## src/rtl/outdisplay_pkg.sv

```systemverilog
// rtl/outdisplay_pkg.sv - mode encodings, segment constants and glyph lookup for outdisplay_mux
package outdisplay_pkg;

  localparam logic [1:0] MODE_UDEC  = 2'd0;
  localparam logic [1:0] MODE_SDEC  = 2'd1;
  localparam logic [1:0] MODE_HEX   = 2'd2;
  localparam logic [1:0] MODE_BLANK = 2'd3;

  localparam logic [7:0] SEG_MINUS = 8'h40;
  localparam logic [7:0] SEG_BLANK = 8'h00;

  typedef enum logic [1:0] {ST_IDLE, ST_LOAD, ST_SHIFT, ST_COMMIT} conv_state_t;

  // BCD digits needed to hold 2**w-1
  function automatic int bcd_digits(input int w);
    if (w <= 3)       return 1;
    else if (w <= 6)  return 2;
    else if (w <= 9)  return 3;
    else if (w <= 13) return 4;
    else              return 5;
  endfunction

  function automatic logic [7:0] nibble_to_seg(input logic [3:0] n);
    case (n)
      4'h0: nibble_to_seg = 8'h3F;
      4'h1: nibble_to_seg = 8'h06;
      4'h2: nibble_to_seg = 8'h5B;
      4'h3: nibble_to_seg = 8'h4F;
      4'h4: nibble_to_seg = 8'h66;
      4'h5: nibble_to_seg = 8'h6D;
      4'h6: nibble_to_seg = 8'h7D;
      4'h7: nibble_to_seg = 8'h07;
      4'h8: nibble_to_seg = 8'h7F;
      4'h9: nibble_to_seg = 8'h6F;
      4'hA: nibble_to_seg = 8'h77;
      4'hB: nibble_to_seg = 8'h7C;
      4'hC: nibble_to_seg = 8'h39;
      4'hD: nibble_to_seg = 8'h5E;
      4'hE: nibble_to_seg = 8'h79;
      default: nibble_to_seg = 8'h71;
    endcase
  endfunction

endpackage

```

## src/rtl/outdisp_bcd.sv

```systemverilog
// rtl/outdisp_bcd.sv - LOAD/SHIFT/COMMIT shift-add-3 converter; hex mode reuses the timing
module outdisp_bcd
  import outdisplay_pkg::*;
#(
  parameter int DATA_W = 8,
  parameter int NDIG   = 3
) (
  input  logic              clk,
  input  logic              clr,
  input  logic              start,
  input  logic [DATA_W-1:0] value,
  input  logic [1:0]        mode,
  output logic              busy,
  output logic              done,
  output logic              neg,
  output logic [4*NDIG-1:0] digits
);

  localparam int SR_W = DATA_W + 4*NDIG;

  conv_state_t       state;
  logic [SR_W-1:0]   sr;
  logic [SR_W-1:0]   sr_adj;
  logic [SR_W-1:0]   sr_next;
  logic [4:0]        cnt;
  logic [DATA_W-1:0] mag;
  logic [4*NDIG-1:0] hex_ext;
  logic              is_neg;

  assign is_neg = (mode == MODE_SDEC) && value[DATA_W-1];
  assign mag    = is_neg ? -value : value;

  always_comb begin
    sr_adj = sr;
    for (int j = 0; j < NDIG; j++) begin
      if (sr_adj[DATA_W+4*j +: 4] > 4'd4)
        sr_adj[DATA_W+4*j +: 4] = sr_adj[DATA_W+4*j +: 4] + 4'd3;
    end
    sr_next = sr_adj << 1;
  end

  always_comb begin
    hex_ext = '0;
    hex_ext[DATA_W-1:0] = value;
  end

  assign digits = (mode == MODE_HEX) ? hex_ext : sr[SR_W-1 -: 4*NDIG];

  // a start in any state restarts from LOAD, discarding the partial result
  always_ff @(posedge clk or posedge clr) begin
    if (clr) begin
      state <= ST_IDLE;
      busy  <= 1'b0;
      done  <= 1'b0;
      neg   <= 1'b0;
      sr    <= '0;
      cnt   <= '0;
    end else begin
      done <= 1'b0;
      if (start) begin
        state <= ST_LOAD;
        busy  <= 1'b1;
      end else begin
        case (state)
          ST_LOAD: begin
            sr    <= SR_W'(mag);
            neg   <= is_neg;
            cnt   <= '0;
            state <= ST_SHIFT;
          end
          ST_SHIFT: begin
            sr  <= sr_next;
            cnt <= cnt + 5'd1;
            if (cnt == 5'(DATA_W - 1)) begin
              state <= ST_COMMIT;
              done  <= 1'b1;
            end
          end
          ST_COMMIT: begin
            state <= ST_IDLE;
            busy  <= 1'b0;
          end
          default: ;
        endcase
      end
    end
  end

endmodule

```

## src/rtl/outdisplay_mux.sv

```systemverilog
// rtl/outdisplay_mux.sv - value register, digit buffer and multiplexed seven-segment scan
// OUTDISP_LZB_EN: blank leading zeros and float the minus sign next to the top shown digit
module outdisplay_mux
  import outdisplay_pkg::*;
#(
  parameter int DATA_W   = 8,
  parameter int DIGITS   = 4,
  parameter int PRESCALE = 1
) (
  input  logic              clk,
  input  logic              clr,
  input  logic              oi,
  input  logic [DATA_W-1:0] bus,
  input  logic [1:0]        mode,
  output logic [DIGITS-1:0] cc,
  output logic [7:0]        seg,
  output logic [DATA_W-1:0] value,
  output logic              busy
);

  localparam int NDIG  = bcd_digits(DATA_W);
  localparam int PAD   = (NDIG > DIGITS) ? NDIG : DIGITS;
  localparam int PRE_W = (PRESCALE > 1) ? $clog2(PRESCALE) : 1;
  localparam int SEL_W = $clog2(DIGITS);

  logic [1:0]        mode_q;
  logic              start;
  logic              done;
  logic              neg;
  logic [4*NDIG-1:0] digits;
  logic [4*PAD-1:0]  dpad;
  logic [7:0]        fmt  [DIGITS];
  logic [7:0]        dbuf [DIGITS];
  logic [PRE_W-1:0]  pre;
  logic [SEL_W-1:0]  scan;
  logic [SEL_W-1:0]  sel;
  logic              step;
  logic              ovf;
  int                nsig;

  // a mode change is only acted on once the converter is idle
  assign start = oi || (!busy && (mode != mode_q));

  always_ff @(posedge clk or posedge clr) begin
    if (clr) begin
      value  <= '0;
      mode_q <= MODE_UDEC;
    end else if (start) begin
      mode_q <= mode;
      if (oi) value <= bus;
    end
  end

  outdisp_bcd #(
    .DATA_W (DATA_W),
    .NDIG   (NDIG)
  ) u_bcd (
    .clk    (clk),
    .clr    (clr),
    .start  (start),
    .value  (value),
    .mode   (mode_q),
    .busy   (busy),
    .done   (done),
    .neg    (neg),
    .digits (digits)
  );

  always_comb begin
    dpad = '0;
    dpad[4*NDIG-1:0] = digits;
    nsig = 1;
    for (int j = 0; j < NDIG; j++) begin
      if (digits[4*j +: 4] != 4'd0) nsig = j + 1;
    end
    ovf = (nsig + (neg ? 1 : 0)) > DIGITS;
    for (int i = 0; i < DIGITS; i++) begin
`ifdef OUTDISP_LZB_EN
      if (i < nsig)                fmt[i] = nibble_to_seg(dpad[4*i +: 4]);
      else if (neg && (i == nsig)) fmt[i] = SEG_MINUS;
      else                         fmt[i] = SEG_BLANK;
`else
      if (neg && (i == DIGITS - 1)) fmt[i] = SEG_MINUS;
      else                          fmt[i] = nibble_to_seg(dpad[4*i +: 4]);
`endif
      if (ovf)                  fmt[i] = SEG_MINUS;
      if (mode_q == MODE_BLANK) fmt[i] = SEG_BLANK;
    end
  end

  always_ff @(posedge clk or posedge clr) begin
    if (clr) begin
      for (int i = 0; i < DIGITS; i++) dbuf[i] <= SEG_BLANK;
    end else if (done && !start) begin
      dbuf <= fmt;
    end
  end

  assign step = (pre == PRE_W'(PRESCALE - 1));
  assign sel  = !step ? scan :
                (scan == SEL_W'(DIGITS - 1)) ? '0 : scan + SEL_W'(1);

  always_ff @(posedge clk or posedge clr) begin
    if (clr) begin
      pre  <= '0;
      scan <= '0;
      cc   <= ~DIGITS'(1);
      seg  <= SEG_BLANK;
    end else begin
      pre  <= step ? '0 : pre + PRE_W'(1);
      scan <= sel;
      cc   <= ~(DIGITS'(1) << sel);
      seg  <= dbuf[sel];
    end
  end

endmodule

```

## config.mk

```make
export PLATFORM = sky130hd
export DESIGN_NAME = outdisplay_mux
export DESIGN_NICKNAME = d
export VERILOG_FILES = /design/src/rtl/outdisplay_pkg.sv /design/src/rtl/outdisp_bcd.sv /design/src/rtl/outdisplay_mux.sv
export SDC_FILE = /design/constraint.sdc
export NUM_CORES = 1
export LEC_CHECK = 0
export CORE_MARGIN = 5
export CORE_UTILIZATION = 45
export CTS_BUF_LIST = sky130_fd_sc_hd__clkbuf_8
export CTS_CLUSTER_SIZE = 24
export DETAILED_ROUTE_END_ITERATION = 7
export PLACE_DENSITY = 0.66
export SYNTH_ARGS = -nofsm -noshare
export SYNTH_HDL_FRONTEND = slang
export SYNTH_HIERARCHICAL = 1
export SYNTH_SLANG_ARGS = --single-unit
```

## constraint.sdc

```tcl
create_clock -name clk -period 2.3 [get_ports clk]
set_input_delay 0.23 -clock clk [delete_from_list [all_inputs] [get_ports clk]]
set_output_delay 0.23 -clock clk [all_outputs]
set_load 0.02 [all_outputs]
```

==> flow_summary.ini, run 1 <==
[synth]
yosys.area.top_type = dfrtp_1
synth-compound-area-share_pct = 15.2
yosys.area_share.simple_pct = 11.9
synth_top_area_share_pct = 40.0
ys_types = 52
synthMuxAreaShare_pct = 13.6
yosys_warnings = 6
ys_ff_latch = 76
yosys.area_share.xor_xnor_pct = 1.34
synth_area_um2 = 4570
syn_inst = 451
syn_nets = 497
ys.flop_type = dfrtp_1
yosys-top-cells-area = dfrtp_1 (40%), ha_1 (9.0%), mux2_2 (4.9%), mux4_2 (3.9%), inv_1 (3.8%)
ys_seq_area_share_pct = 41.7
synth_area_per_cell_um2 = 10.1
async_flop_share_pct = 100
synthAdderAreaFrac_pct = 9.03
synth_edf_count = 0
synth_top_family_by_area = compound AO/OA/AOI/OAI gates

[drt]
wl_per_cell_um = 15.2
drt_wl_total_um = 9540
drc_errors = 0
detail-route-antenna-nets = 0
vias_per_cell = 5.29
drt-initial-drc-count = 128
first_pass_iters = 4
vias = 3311

[floorplan]
initial_core_util_pct = 46.6
pin_count = 34
coreArea_um2 = 9820
die-area_um2 = 12300
rows = 36
die_x_um = 111
fp.dieH_um = 111

[timing]
timing.final.crit_period_ps = 2130
fin_ws_ps = 173
hold_violations = 0
setup_violations = 0
min_period_over_period_pct = 92.5
slew_viol_final = 0
worst_pin_slew_ps = 614
whs_ps = 299
fin_tns_setup_ps = 0
fmax_ghz = 0.470
clock_skew_ps = 15.1
rsz0062_at_grt = false
relSlewSlack_pct = 59.1

[grt]
antenna_found_initial = 0
grt_use_total_pct = 16.4
grt_pass1_wl_um = 16500
grt-busiest-layer = met2
grt_overflow = 0
grt_pass1_vias = 3360
use_met1_pct = 20.3
grt_max_degree = 47
grt_use_met3_pct = 3.98
grt_use_met2_pct = 28.3

[critical_path]
max_stage_delay_ps = 460
crit_required_ps = 2580
critPathSlowestCell = mux4_2
r2r-start = mode_q[0]
r2r_cells = 9
rr_endpoint = dbuf[27]
cp-end-kind = flop
cp_cell_sequence = nor2b_1 -> buf_12 -> nand2_1 -> o21ai_2 -> inv_1 -> ha_1 -> inv_1 -> mux4_2 -> o22ai_2
path_max_fanout = 16
crit_arrival_ps = 2410
rrSetupSlack_ps = 170
crit_type = flop to flop
startpoint_type = flop
cp_common_cell = inv_1

[finish]
area_growth_pct = 15.0
diodes = 0
drive_above_1_share_pct = 19.1
fin_util_pct = 53.6
finalInstanceArea_um2 = 5260
nets = 535

[clock_network]
cts_resized = 0
tritoncts = done
htreeDepth = 3
cts.sinks = 76
cts_max_path_buffers = 2
clk_pin_slew_ps = 70
cts-root-buf = clkbuf_8
postCtsSetupBuffers = 0
worstSkewPairLatency_ps = 360
postCtsHoldBufs = 0
numCtsBuffers = 9

[placement]
place.gp.congestion = 0.826
post-place-ws_ps = 154
place_hpwl_um = 6910
placed_area_um2 = 5090
io_buffers = 32

[power_and_ir_drop]
ir_worst_vdd_mv = 0.401
powerDensity_nw_per_um2 = 738
p_leak_nw = 2.32

[min_path]
hold_class = input pin to async pin

[flow_run]
drv_cap = 0

[status]
outcome = finished, final reports clean
-- logic make-up after synthesis --
family                     Yosys count
and+or+nand+nor                    109
AOI/OAI and AO/OA                  108
DFF                                 76
buffers and inverters               71
muxes                               46
adders and majority gates           33
xor gates and xnor gates             7
other                                1
-- sequential cells by signal, summed over array words and instances (netlist names) --
name and count:
seg 7, value 8, u_bcd/done 1, u_bcd/cnt 5, dbuf 23, u_bcd/state 2
u_bcd/sr 20, cc 4, scan 2, u_bcd/neg 1, u_bcd/busy 1, mode_q 2
-- per-layer routing --
metal / share of wire, % / up-vias
li1: - / 1637
met1: 44 / 1614
met2: 50 / 53
met3: 4.4 / 7
met4: 0.92 / 0
met5: 0 / -
-- synth_stat cells (3+ instances only) --
library cell and instances:
nand2_1 37, mux2_4 7, and3_1 4, dfstp_2 3, nand2b_1 3, o31ai_1 3
o22ai_1 5, buf_6 4, mux4_2 8, a31oi_1 4, ha_1 33, o21ai_1 10
o22ai_2 5, a211oi_1 5, a21oi_1 26, nand3_1 8, o21ai_0 29, buf_2 9
mux2i_1 11, a21oi_2 4, nor3_1 10, nor2b_1 8, inv_1 46, nand3b_1 3
xnor2_1 7, o21a_1 3, o31ai_2 4, mux2_2 20, dfrtp_1 73, nor2_1 25
clkbuf_1 8
-- per-stage QoR --
| step | power (mW) | instances |
|---|---|---|
| final | 3.88 | 626 |
| after global routing | 4.15 | 626 |
| after CTS | 3.92 | 626 |
| after detailed placement | 3.01 | 611 |
| after global placement | 2.97 | 611 |
| after floorplan | 2.66 | 451 |
-- report_power, final --
group	internal [mW]	total [mW]	switching (mW)
clock network	0.433	0.899	0.466
logic	0.567	1.38	0.810
registers	1.49	1.60	0.117
total	2.49	3.88	1.39
-- layout make-up --
class	count	area, um^2
Inverter	47	176
Sequential cell	76	1910
Timing Repair Buffer	51	488
Tap cell	133	166
Fill cell	908	4560
Clock buffer	11	151
Clock inverter	4	17.5
Multi-Input combinational cell	304	2350
-- worst max path at each step --
stage	from	endpoint	slack [ps]	cells after the start
finish	mode_q[0]	dbuf[27]	170	9
detailed placement	mode[1]	u_bcd/cnt[3]	150	10
CTS	mode_q[0]	dbuf[27]	160	9
global placement	mode[0]	u_bcd/cnt[4]	190	10
floorplan	mode_q[0]	dbuf[27]	20	10
global route	mode_q[0]	dbuf[19]	60	10
-- cell usage in the layout, fill, tap and decap left out, types with 3 or more instances in the layout --
master	count
o31ai_1	3
o21ai_2	4
nand2_1	37
nor2b_1	8
o21ai_1	10
buf_4	17
o22ai_1	5
dfrtp_1	73
mux2i_1	11
o21a_1	3
a21oi_1	26
nor2_1	25
inv_1	47
a21oi_2	4
o22ai_2	5
nand3b_1	3
dfstp_2	3
mux2_4	7
a31oi_1	4
xnor2_1	7
clkbuf_8	11
nor3_1	10
mux2_2	20
o21ai_0	25
o31ai_2	4
nand3_1	8
mux4_2	8
nand2b_1	3
a211oi_1	5
ha_1	33
and3_1	4
clkdlybuf4s50_1	32
-- worst max-delay path, delay by kind of cell, from the launching register on --
kind / cells / cell delay, ps
simple gates: 2 / 280
buf+inv: 3 / 390
compound gates: 2 / 230
fa+ha+maj: 1 / 300
mux: 1 / 460
flops: 1 / 380
Note: power is estimated with default switching activity, not from simulation.
==> inputs of run 2 (changes only) <==
Settings changed: SETUP_SLACK_MARGIN set to 0.3.
==> flow_summary.ini, run 2 (synthesis gave the netlist of run 1 again) <==
[finish]
drive_above_1_share_pct = 27.6
diodes = 0
layout_common_cells = dfrtp_1 (73), inv_1 (40), nand2_1 (34)
nets = 555
fin_util_pct = 57.6
largest_register_ffs = 23
finalInstanceArea_um2 = 5660
area_growth_pct = 23.8
fillers = 849
regMostFlops = dbuf
top_regs = dbuf (23), u_bcd/sr (20), value (8)
layout_commonest_cell = dfrtp_1

[grt]
grt_max_degree = 31
grt_overflow = 0
antenna_found_initial = 0
grt_pass1_vias = 3316
grt_use_total_pct = 16.7
grt_pass1_wl_um = 16800

[timing]
fmax_ghz = 0.493
slew_viol_final = 0
min_period_over_period_pct = 88.2
rsz0062_at_grt = true
relSlewSlack_pct = 66.3
hold_violations = 0
setup_violations = 0
worst_pin_slew_ps = 502
timing.final.crit_period_ps = 2030
fin_tns_setup_ps = 0
clock_skew_ps = 17.8
fin_ws_ps = 270

[power_and_ir_drop]
internal_power_mw = 2.91
ir_worst_vdd_mv = 0.401
switching_share_pct = 35.6
combPwrFrac_pct = 38.2
power_mw = 4.52
p_sw_mw = 1.61
p_leak_nw = 2.49
clkPwrFrac_pct = 26.2
powerDensity_nw_per_um2 = 799
p_seq_share_pct = 35.5

[drt]
wl_per_cell_um = 16.1
wl_met2_um = 5230
drt-initial-drc-count = 262
drc_errors = 0
detail-route-antenna-nets = 0
vias_per_cell = 5.30
topRoutingLayerUsed = met4
vias = 3428
drt_wl_total_um = 10400
met3WireLength_um = 379
met1_length_um = 4710
first_pass_iters = 4

[clock_network]
htreeDepth = 3
cts.sinks = 76
numCtsBuffers = 9
worstSkewPairLatency_ps = 360
cts_max_path_buffers = 2
cts-root-buf = clkbuf_8
tritoncts = done
clk_pin_slew_ps = 100

[floorplan]
coreArea_um2 = 9820
fp.dieH_um = 111
rows = 36
pin_count = 34
die-area_um2 = 12300
die_x_um = 111
initial_core_util_pct = 46.6

[critical_path]
cp_cell_sequence = nor2b_4 -> buf_12 -> nand2_2 -> o21ai_4 -> inv_2 -> ha_4 -> inv_1 -> mux4_2 -> o22ai_2
cp-end-kind = flop
crit_buf_inv = 3
crit_arrival_ps = 2320
max_stage_delay_ps = 500
crit_required_ps = 2590
path_max_fanout = 8
crit_family = multiplexers
r2r_cells = 9
cp_num_cells = 9
crit_type = flop to flop
startpoint_type = flop
critPathSlowestCell = mux4_2

[min_path]
hold_class = input pin to async pin

[placement]
io_buffers = 32
post-place-ws_ps = 23.3
place.gp.congestion = 0.796
place_hpwl_um = 7380
placed_area_um2 = 5120

[flow_run]
drv_cap = 0

[status]
outcome = finished, final reports clean
-- run 2: changes by cell type in the layout (fill, tap and decap cells not counted), sizes merged --
cell    previous run  this run
mux2              27        28
buf               19        36
bufinv             0         2
inv               48        49
-- run 2: repair_timing --
item	CTS	global route
hold buffers	0	0
pin swaps	1	9
cloned	0	3
resized for setup	7	29
buffers inserted	1	16
endpoints found under the setup margin	23	26
-- run 2: per-layer routing --
layer / vias to the layer above / GRT usage, %
met3: 11 / 3.66
li1: 1675 / -
met1: 1681 / 22.8
met2: 61 / 27.1
met4: 0 / 4.19
met5: - / 0
-- run 2: worst paths after layout --
kind	slack, ps	to	startpoint
setup / recovery	270	dbuf[27]	mode_q[0]
hold / removal	190	dbuf[6]	clr
setup reg to reg	270	dbuf[27]	mode_q[0]
hold reg to reg	490	u_bcd/sr[0]	u_bcd/sr[0]
max in group asynchronous	1490	cc[2]	clr
min in group clk	480	value[7]	bus[7]
-- run 2: power by group through the flow --
stage / combinational [mW] / sequential, mW / clock [mW]
finish: 1.73 / 1.61 / 1.19
global route: 1.89 / 1.63 / 1.28
CTS: 1.44 / 1.60 / 1.21
detailed placement: 1.41 / 1.63 / 0
global placement: 1.36 / 1.63 / 0
floorplan: 1.06 / 1.63 / 0
-- run 2: worst register-to-register path, stage by stage, from the launching register on --
cell     delay, ps
dfrtp_1        410
nor2b_4        210
buf_12         160
nand2_2         70
o21ai_4        100
inv_2          100
ha_4           260
inv_1           40
mux4_2         500
o22ai_2        120
-- run 2: area by class of cell --
type                    count  area (um^2)  area share (%)
clock buffers               9          124            2.19
clock inverters             7          106            1.88
inverters                  47          176            3.12
multi-input cells         305         2500            44.2
flip-flops and latches     76         1910            33.7
well taps                 133          166            2.94
repair buffers             70          678            12.0
-- run 2: per-stage QoR --
step | hold WS, ps | instances
after floorplan | 321 | 451
after global placement | 468 | 611
after detailed placement | 471 | 611
after CTS | 183 | 628
after global routing | 193 | 647
final | 186 | 647
==> inputs of run 3 (changes only) <==
Settings changed: CELL_PAD_IN_SITES_DETAIL_PLACEMENT set to 1, CELL_PAD_IN_SITES_GLOBAL_PLACEMENT set to 2, CORE_UTILIZATION 45 to 36, PLACE_DENSITY 0.66 to unset, PLACE_DENSITY_LB_ADDON set to 0.1.
==> flow_summary.ini, run 3 (synthesis gave the netlist of run 1 again) <==
[status]
outcome = finished, final reports clean

[clock_network]
clk_pin_slew_ps = 80
cts.sinks = 76
cts-root-buf = clkbuf_8
numCtsBuffers = 9
cts_max_path_buffers = 2
worstSkewPairLatency_ps = 370
htreeDepth = 3
tritoncts = done

[grt]
grt_pass1_vias = 3638
grt_overflow = 0
grt_use_total_pct = 16.8
grt_pass1_wl_um = 19300
antenna_found_initial = 0
grt_max_degree = 31

[flow_run]
drv_cap = 0

[placement]
place.gp.congestion = 0.737
place_hpwl_um = 8500
io_buffers = 32
post-place-ws_ps = 109

[drt]
drt_wl_total_um = 11800
drt-initial-drc-count = 112
drc_errors = 0
vias_per_cell = 4.99
first_pass_iters = 4
wl_per_cell_um = 17.2
vias = 3438
detail-route-antenna-nets = 0

[finish]
largest_register_ffs = 23
regMostFlops = dbuf
drive_above_1_share_pct = 30.6
top_regs = dbuf (23), u_bcd/sr (20), value (8)
area_growth_pct = 26.4
nets = 558
layout_common_cells = dfrtp_1 (73), inv_1 (38), nand2_1 (36)
diodes = 0
layout_commonest_cell = dfrtp_1

[floorplan]
rows = 41
die_x_um = 123
fp.dieH_um = 123
initial_core_util_pct = 36.5
coreArea_um2 = 12500
die-area_um2 = 15100
pin_count = 34

[critical_path]
cp-end-kind = flop
crit_required_ps = 2560
cp_cell_sequence = nor2b_4 -> buf_12 -> buf_16 -> o21ai_4 -> inv_2 -> ha_1 -> a211oi_2 -> a211oi_2 -> mux2_4
crit_family = compound AO/OA/AOI/OAI gates
crit_arrival_ps = 2270
startpoint_type = flop
crit_buf_inv = 3
critPathSlowestCell = dfrtp_1
path_max_fanout = 8
max_stage_delay_ps = 390
crit_type = flop to flop
cp_common_cell = a211oi_2

[min_path]
hold_class = input pin to async pin

[timing]
hold_violations = 0
timing.final.crit_period_ps = 2010
clock_skew_ps = 10.0
setup_violations = 0
fin_ws_ps = 291
fmax_ghz = 0.498
fin_tns_setup_ps = 0
min_period_over_period_pct = 87.3
slew_viol_final = 0
rsz0062_at_grt = true

[power_and_ir_drop]
switching_share_pct = 36.7
power_mw = 4.37
p_leak_nw = 2.50
p_seq_share_pct = 37.0
combPwrFrac_pct = 39.7
clkPwrFrac_pct = 23.3
powerDensity_nw_per_um2 = 756
internal_power_mw = 2.77
p_sw_mw = 1.60
ir_worst_vdd_mv = 0.562
run 3: cell type report:
| type | count | area [um^2] |
|---|---|---|
| fill | 1415 | 6740 |
| multi-input combinational | 304 | 2570 |
| sequential | 76 | 1910 |
| timing repair buffer | 74 | 713 |
| tap | 172 | 215 |
| inverter | 47 | 179 |
| clock buffer | 9 | 124 |
| clock inverter | 7 | 67.6 |
run 3: layer usage:
metal | part of all wire (%) | track usage, %
met2 | 53 | 29.8
met4 | 0.79 | 3.57
met1 | 44 | 20.3
met5 | 0 | 0
met3 | 2.4 | 4.56
run 3: power by group through the flow:
| stage | Clock, mW | Sequential (mW) | Combinational, mW |
|---|---|---|---|
| finish | 1.02 | 1.62 | 1.73 |
| global route | 1.13 | 1.64 | 1.92 |
| CTS | 1.06 | 1.62 | 1.64 |
| detailed placement | 0 | 1.64 | 1.49 |
| global placement | 0 | 1.63 | 1.45 |
| floorplan | 0 | 1.63 | 1.06 |
run 3: worst paths after layout:
check	from	endpoint	slack, ps	cells past startpoint
setup / recovery	mode_q[1]	dbuf[20]	290	9
hold / removal	clr	value[1]	240	2
setup reg to reg	mode_q[1]	dbuf[20]	290	9
hold reg to reg	u_bcd/sr[0]	u_bcd/sr[0]	490	2
max in group asynchronous	clr	dbuf[19]	1530	3
min in group clk	bus[3]	value[3]	470	2
run 3: through the flow:
step                      hold WS [ps]  area, um^2  util [%]  instances
after floorplan                    321        4630         -        451
after global placement             467        5220      41.7        655
after detailed placement           470        5220      41.7        655
after CTS                          235        5600      44.7        685
after global routing               270        5780      46.2        689
final                              240        5780      46.2        689
run 3: worst register-to-register path: stages (launching register included):
cell and delay, ps:
dfrtp_1 390, nor2b_4 150, buf_12 130, buf_16 150
o21ai_4 200, inv_2 80, ha_1 230, a211oi_2 240
a211oi_2 70, mux2_4 270
run 3: repair_timing:
item | in CTS | in global routing
gates resized for setup | 15 | 39
gates cloned | 1 | 0
pin swaps | 8 | 9
hold buffers | 0 | 0
setup endpoints to repair | 17 | 38
buffers inserted | 13 | 4
